--- config.mk ---
export PLATFORM = sky130hd
export DESIGN_NAME = uart_rx_ctrl
export DESIGN_NICKNAME = d
export VERILOG_FILES = /design/src/rtl/uart_pkg.sv /design/src/rtl/uart_rx_fifo.sv /design/src/rtl/uart_rx_ctrl.sv
export SDC_FILE = /design/constraint.sdc
export NUM_CORES = 1
export LEC_CHECK = 0
export CORE_AREA = 2 2 86 88
export CTS_CLUSTER_DIAMETER = 150
export DETAILED_ROUTE_END_ITERATION = 16
export DIE_AREA = 0 0 88 90
export GPL_TIMING_DRIVEN = 0
export HOLD_SLACK_MARGIN = 0.05
export MAX_ROUTING_LAYER = met4
export PLACE_DENSITY = 0.59
export SYNTH_ARGS = -nofsm -noshare
export SYNTH_HDL_FRONTEND = slang
export SYNTH_SLANG_ARGS = --single-unit
--- constraint.sdc ---
create_clock -name clk -period 4.7 [get_ports clk]
set_clock_uncertainty 0.15 [all_clocks]
set_input_delay 0.94 -clock clk [delete_from_list [all_inputs] [get_ports clk]]
set_output_delay 0.94 -clock clk [all_outputs]
set_load 0.02 [all_outputs]
--- src/rtl/uart_pkg.sv ---
// Shared UART definitions: bit timing, payload width and the rx_ctrl FSM encoding.
package uart_pkg;

    localparam int CYCLES_PER_BIT = 5000;
    localparam int PAYLOAD_BITS   = 8;

    typedef enum logic [1:0] {
        RXC_OFF = 2'd0,
        RXC_RUN = 2'd1,
        RXC_BRK = 2'd2
    } rx_ctrl_state_e;

endpackage

--- src/rtl/uart_rx_fifo.sv ---
// Single-clock receive FIFO with a registered head stage.
// Storage is a plain array written on push and read through a register, so it
// maps onto block/distributed RAM with read-before-write behaviour. A byte
// written at one edge becomes visible at the head one edge later.
module uart_rx_fifo #(
    parameter int DEPTH = 4,
    parameter int WIDTH = 8
) (
    input  logic                   clk,
    input  logic                   resetn,
    input  logic                   push_i,
    input  logic [WIDTH-1:0]       data_i,
    input  logic                   pop_i,
    output logic                   full_o,
    output logic                   empty_o,
    output logic [$clog2(DEPTH):0] level_o,
    output logic                   head_valid_o,
    output logic [WIDTH-1:0]       head_data_o
);

    localparam int PTR_W = $clog2(DEPTH);
    localparam int CNT_W = PTR_W + 1;

    logic [WIDTH-1:0] mem_q [DEPTH];
    logic [CNT_W-1:0] wr_cnt_q, wr_cnt_d;
    logic [CNT_W-1:0] rd_cnt_q, rd_cnt_d;
    logic [CNT_W-1:0] level;
    logic [CNT_W-1:0] avail;
    logic             head_valid_q, head_valid_d;
    logic [WIDTH-1:0] head_data_q;
    logic             full;
    logic             push_ok;
    logic             pop_ok;

    assign level    = wr_cnt_q - rd_cnt_q;
    assign full     = (level == CNT_W'(DEPTH));
    assign pop_ok   = pop_i & head_valid_q;
    // A full FIFO still accepts a byte when the head leaves in the same cycle.
    assign push_ok  = push_i & (~full | pop_ok);
    assign wr_cnt_d = wr_cnt_q + CNT_W'(push_ok);
    assign rd_cnt_d = rd_cnt_q + CNT_W'(pop_ok);
    // Entries already in memory before this edge that survive the pop; a byte
    // written at this edge is not counted, which gives the one-edge head delay.
    assign avail        = level - CNT_W'(pop_ok);
    assign head_valid_d = (avail != '0);

    // Counters and head-valid flag.
    always_ff @(posedge clk) begin
        if (!resetn) begin
            wr_cnt_q     <= '0;
            rd_cnt_q     <= '0;
            head_valid_q <= 1'b0;
        end else begin
            wr_cnt_q     <= wr_cnt_d;
            rd_cnt_q     <= rd_cnt_d;
            head_valid_q <= head_valid_d;
        end
    end

    // Storage write; contents are not reset.
    always_ff @(posedge clk) begin
        if (push_ok) begin
            mem_q[wr_cnt_q[PTR_W-1:0]] <= data_i;
        end
    end

    // Registered head read; holds its value while no entry is available.
    always_ff @(posedge clk) begin
        if (!resetn) begin
            head_data_q <= '0;
        end else if (head_valid_d) begin
            head_data_q <= mem_q[rd_cnt_d[PTR_W-1:0]];
        end
    end

    assign full_o       = full;
    assign empty_o      = (level == '0);
    assign level_o      = level;
    assign head_valid_o = head_valid_q;
    assign head_data_o  = head_data_q;

endmodule

--- src/rtl/uart_rx_ctrl.sv ---
// UART receive controller: enables the receiver, filters BREAK bytes, buffers
// received bytes and presents them on a valid/ready stream with sticky status.
// Optional feature: define UART_RX_CTRL_TIMEOUT_EN to build the idle-timeout
// counter; otherwise idle_timeout is tied low.
module uart_rx_ctrl
    import uart_pkg::*;
#(
    parameter int FIFO_DEPTH   = 4,
    parameter int PAYLOAD_BITS = uart_pkg::PAYLOAD_BITS,
    parameter int IDLE_TIMEOUT = 10 * uart_pkg::CYCLES_PER_BIT
) (
    input  logic                         clk,
    input  logic                         resetn,
    input  logic                         ctrl_enable,
    input  logic                         clr_status,
    input  logic                         rx_valid,
    input  logic                         rx_break,
    input  logic [PAYLOAD_BITS-1:0]      rx_data,
    output logic                         rx_en,
    output logic                         m_valid,
    input  logic                         m_ready,
    output logic [PAYLOAD_BITS-1:0]      m_data,
    output logic [$clog2(FIFO_DEPTH):0]  fifo_level,
    output logic                         overflow,
    output logic                         break_seen,
    output logic                         idle_timeout
);

    if (FIFO_DEPTH < 2 || (FIFO_DEPTH & (FIFO_DEPTH - 1)) != 0) begin : g_bad_depth
        $error("uart_rx_ctrl: FIFO_DEPTH must be a power of two, at least 2");
    end
    if (IDLE_TIMEOUT < 1 || IDLE_TIMEOUT > 131071) begin : g_bad_timeout
        $error("uart_rx_ctrl: IDLE_TIMEOUT must fit the 17-bit idle counter");
    end

    rx_ctrl_state_e state_q, state_d;
    logic           active;
    logic           push_req;
    logic           brk_evt;
    logic           pop_req;
    logic           fifo_full;
    logic           fifo_empty;
    logic           overflow_q, overflow_d;
    logic           break_seen_q, break_seen_d;

    // Bytes are taken only while the receiver is enabled; a byte arriving in
    // the cycle ctrl_enable drops is still accepted since state_q is not OFF.
    assign active   = (state_q != RXC_OFF);
    assign push_req = active & rx_valid & ~rx_break;
    assign brk_evt  = active & rx_valid & rx_break;
    assign pop_req  = m_valid & m_ready;

    // FSM state register.
    always_ff @(posedge clk) begin
        if (!resetn) begin
            state_q <= RXC_OFF;
        end else begin
            state_q <= state_d;
        end
    end

    // FSM next state; dropping ctrl_enable overrides every other transition.
    always_comb begin
        state_d = state_q;
        case (state_q)
            RXC_OFF: if (ctrl_enable) state_d = RXC_RUN;
            RXC_RUN: if (rx_valid && rx_break) state_d = RXC_BRK;
            RXC_BRK: if (rx_valid && !rx_break) state_d = RXC_RUN;
            default: state_d = RXC_OFF;
        endcase
        if (!ctrl_enable) begin
            state_d = RXC_OFF;
        end
    end

    // Sticky status next state; a set event in the clearing cycle wins.
    always_comb begin
        overflow_d   = (overflow_q & ~clr_status) | (push_req & fifo_full & ~pop_req);
        break_seen_d = (break_seen_q & ~clr_status) | brk_evt;
    end

    // Sticky status registers.
    always_ff @(posedge clk) begin
        if (!resetn) begin
            overflow_q   <= 1'b0;
            break_seen_q <= 1'b0;
        end else begin
            overflow_q   <= overflow_d;
            break_seen_q <= break_seen_d;
        end
    end

    uart_rx_fifo #(
        .DEPTH (FIFO_DEPTH),
        .WIDTH (PAYLOAD_BITS)
    ) u_fifo (
        .clk          (clk),
        .resetn       (resetn),
        .push_i       (push_req),
        .data_i       (rx_data),
        .pop_i        (pop_req),
        .full_o       (fifo_full),
        .empty_o      (fifo_empty),
        .level_o      (fifo_level),
        .head_valid_o (m_valid),
        .head_data_o  (m_data)
    );

`ifdef UART_RX_CTRL_TIMEOUT_EN
    localparam logic [16:0] IDLE_LIMIT = 17'(IDLE_TIMEOUT);

    logic [16:0] idle_cnt_q, idle_cnt_d;
    logic        idle_pulse_q, idle_pulse_d;

    // Idle counter: restarts on traffic or when off, saturates at the limit;
    // the pulse fires only on the cycle the limit is first reached.
    always_comb begin
        idle_cnt_d = idle_cnt_q;
        if (push_req || state_q == RXC_OFF) begin
            idle_cnt_d = '0;
        end else if (idle_cnt_q != IDLE_LIMIT) begin
            idle_cnt_d = idle_cnt_q + 17'd1;
        end
        idle_pulse_d = (idle_cnt_d == IDLE_LIMIT) && (idle_cnt_q != IDLE_LIMIT) && !fifo_empty;
    end

    // Idle counter and pulse registers.
    always_ff @(posedge clk) begin
        if (!resetn) begin
            idle_cnt_q   <= '0;
            idle_pulse_q <= 1'b0;
        end else begin
            idle_cnt_q   <= idle_cnt_d;
            idle_pulse_q <= idle_pulse_d;
        end
    end

    assign idle_timeout = idle_pulse_q;
`else
    logic unused_fifo_empty;
    assign unused_fifo_empty = fifo_empty;
    assign idle_timeout      = 1'b0;
`endif

    assign rx_en      = active;
    assign overflow   = overflow_q;
    assign break_seen = break_seen_q;

endmodule

==> metrics <==
status finished, final reports clean; WL met2 1.716 mm; Antenna Nets Post-Route 0; crit path capture type output port; final WL 3.550 mm; Hold Path End u_fifo.head_data_o[4]$_SDFFE_PN0P_; initial DRC count 71; Crit Reg-Reg Endpoint u_fifo.mem_q[2][0]$_DFFE_PP_; largest net degree at the start of global routing 15; Post-synth EDFFs 32; clk_lat worst skew 0.30 ns; post-DP HPWL 2.523 mm; Syn. warnings 0; Min-Delay Startpoint u_fifo.head_data_o[4]$_SDFFE_PN0P_; CP max-delay cell clkdlybuf4s50_1; first-pass GRT wire length 5.754 mm; Die Wd 88 um; syn_area_per_cell 14.56 um^2; IO buf count 28; total power divided by cell area 456.4 nW/um^2; met3 wire length 161 um; synth cell count leaders edfxtp_1, nand2_1, dfxtp_1; area occupied by multi-input gates 639.4 um^2; Largest delay share family, worst path buffers and inverters; Die Y 90 um; Netlist Area Pre-Place 2053 um^2; Final nets 200; gr ovfl total 0; area grow syn2layout 24.31%; postcts setup bufs 0; Worst-path clk slew 0.09 ns; vias in the first global route 1187; R2R Path Start u_fifo.wr_cnt_q[0]$_SDFF_PN0_; Lkg Pwr 0.9574 nW; setup TNS 0 ns; DR top layer met4; Syn Inst Count 141; Max Cap Viol 0; Max Fclk 0.3025 GHz; relative slew slack 15.77%; final hold violation count 0; row count 31; register area share after synthesis 65.33%; max incr delay on CP 0.62 ns; share of the synthesized area in the top cell type 46.80%; Max Slew Vio Count 0; startpoint types flip-flop; hold path cells 2; clock buffer depth 2; leading area contributor after synthesis edfxtp_1; WP depth 5; top_reg_cell synth edfxtp_1; CTS H-tree lvls 2; Hold WC Path Type flip-flop to flip-flop; R2R depth 7; ys async rst share 0%; die area 7920 um^2; Vias 1168; maximum VDD drop 174.0 uV; Layout Utilization 36.36%; Crit Path Class flip-flop to output port; initial core utilization 29.25%; crit-path cells inv_1 > ha_1 > fa_1 > xor3_2 > clkdlybuf4s50_1; worst endpoint required time 3.61 ns; post-synth cell types 30; Inserted Diodes 0; Setup Viol. Count Final 0; Period minus WS final 3.306 ns; period utilization 70.33%; Mapped Nets 163; Remaining DRCs 0; fillers 699; I/O Pins 31; total CTS buffers 5; WL per Instance 12.77 um; post-synthesis register bit count 51; met1 WL 1.639 mm; actual slew at the worst max-slew pin 1.254 ns; crit path DAT 2.22 ns; share of cells above drive strength 1 10.61%; GP Congestion 0.7043; Non-Filler Instances 278; core region area 7020 um^2; Cells after DPL 270; crit path buf inv count 2; Root Buffer clkbuf_8; flop2flop setup slack 1.60 ns; FF+latch area 1341 um^2; CTS sink cnt 51; RSZ-0062 raised after global routing false; post-cts resize count 0; GR Util All Layers 9.914%; TritonCTS clock tree built; vias per inst 4.201; highest fanout seen on the critical path 4; number of antenna violations at the first check in global routing 0; DR pass1 iterations 4; hold buffer count at cts 0; count leader, synth edfxtp_1; top cells by area, synth edfxtp_1, dfxtp_1, mux4_2
## routing by layer
layer	up-vias	track usage, %
met4	0	3.077
met5	-	-
li1	569	-
met2	29	15.21
met3	4	3.030
met1	566	12.54
## cells by family after synthesis
group / synth area share [%]
AOI/OAI and AO/OA: 1.889
xor gates and xnor gates: 2.499
adders and majority gates: 4.631
buffers and inverters: 3.534
DFF: 65.33
muxes: 12.68
other: 0.1826
and+or+nand+nor: 9.263
## worst max path at each step
stage / from / to / slack [ns]
2_1_floorplan: u_fifo.wr_cnt_q[0]$_SDFF_PN0_ / u_fifo.mem_q[0][0]$_DFFE_PP_ / 2.03
4_1_cts: u_fifo.wr_cnt_q[0]$_SDFF_PN0_ / fifo_level[2] / 1.37
3_3_place_gp: rx_break / u_fifo.mem_q[1][4]$_DFFE_PP_ / 1.16
5_1_grt: u_fifo.wr_cnt_q[0]$_SDFF_PN0_ / fifo_level[2] / 1.31
3_5_place_dp: rx_break / u_fifo.mem_q[2][4]$_DFFE_PP_ / 1.24
6_report: u_fifo.wr_cnt_q[0]$_SDFF_PN0_ / fifo_level[2] / 1.39
## worst register-to-register path, cell delays in order (launching register included)
cell,delay (ns)
dfxtp_1,0.39
inv_1,0.09
ha_1,0.20
fa_1,0.37
xor3_2,0.27
nand4_1,0.14
nand2_1,0.13
nor3_1,0.97
## power by group
part / leakage (nW) / total (mW) / internal [mW] / switching (mW)
clock network: 0.0403 / 0.234 / 0.102 / 0.132
logic: 0.474 / 0.389 / 0.202 / 0.187
registers: 0.443 / 0.542 / 0.520 / 0.0221
total: 0.957 / 1.16 / 0.824 / 0.341
## registers in the layout (all words and copies together), names as in the netlist
register and cells:
u_fifo.rd_cnt_q 3, u_fifo.mem_q 32, u_fifo.head_valid_o 1, break_seen 1, state_q 2, overflow 1
u_fifo.wr_cnt_q 3, u_fifo.head_data_o 8
## stage by stage
stage | power (mW) | worst slack (ns) | hold WS (ns) | area (um^2)
after CTS | 1.186 | 1.369 | 0.3196 | 2552
final | 1.165 | 1.394 | 0.3145 | 2552
after floorplan | 0.8036 | 2.028 | 0.3864 | 2053
after detailed placement | 0.9522 | 1.240 | 0.3051 | 2472
after global placement | 0.9502 | 1.159 | 0.3019 | 2457
after global routing | 1.227 | 1.305 | 0.3485 | 2552
## cell type report
type / instances / area share, %
flip-flops and latches: 51 / 52.55
clock inverters: 2 / 0.2941
clock buffers: 6 / 2.843
well taps: 99 / 4.853
inverters: 9 / 1.324
repair buffers: 30 / 11.57
plain buffers: 7 / 1.520
multi-input cells: 74 / 25.05
## cell usage in the layout (no fill, tap or decap), types with 4 or more instances in the layout
| cell type | n |
|---|---|
| edfxtp_1 | 32 |
| clkdlybuf4s50_1 | 28 |
| nand2_1 | 20 |
| dfxtp_1 | 19 |
| inv_1 | 9 |
| mux4_2 | 8 |
| mux2i_1 | 8 |
| and2_1 | 7 |
| ha_1 | 6 |
| clkbuf_1 | 5 |
| clkbuf_8 | 5 |
| nor3_1 | 4 |
Power figures use the tool's default switching activity.
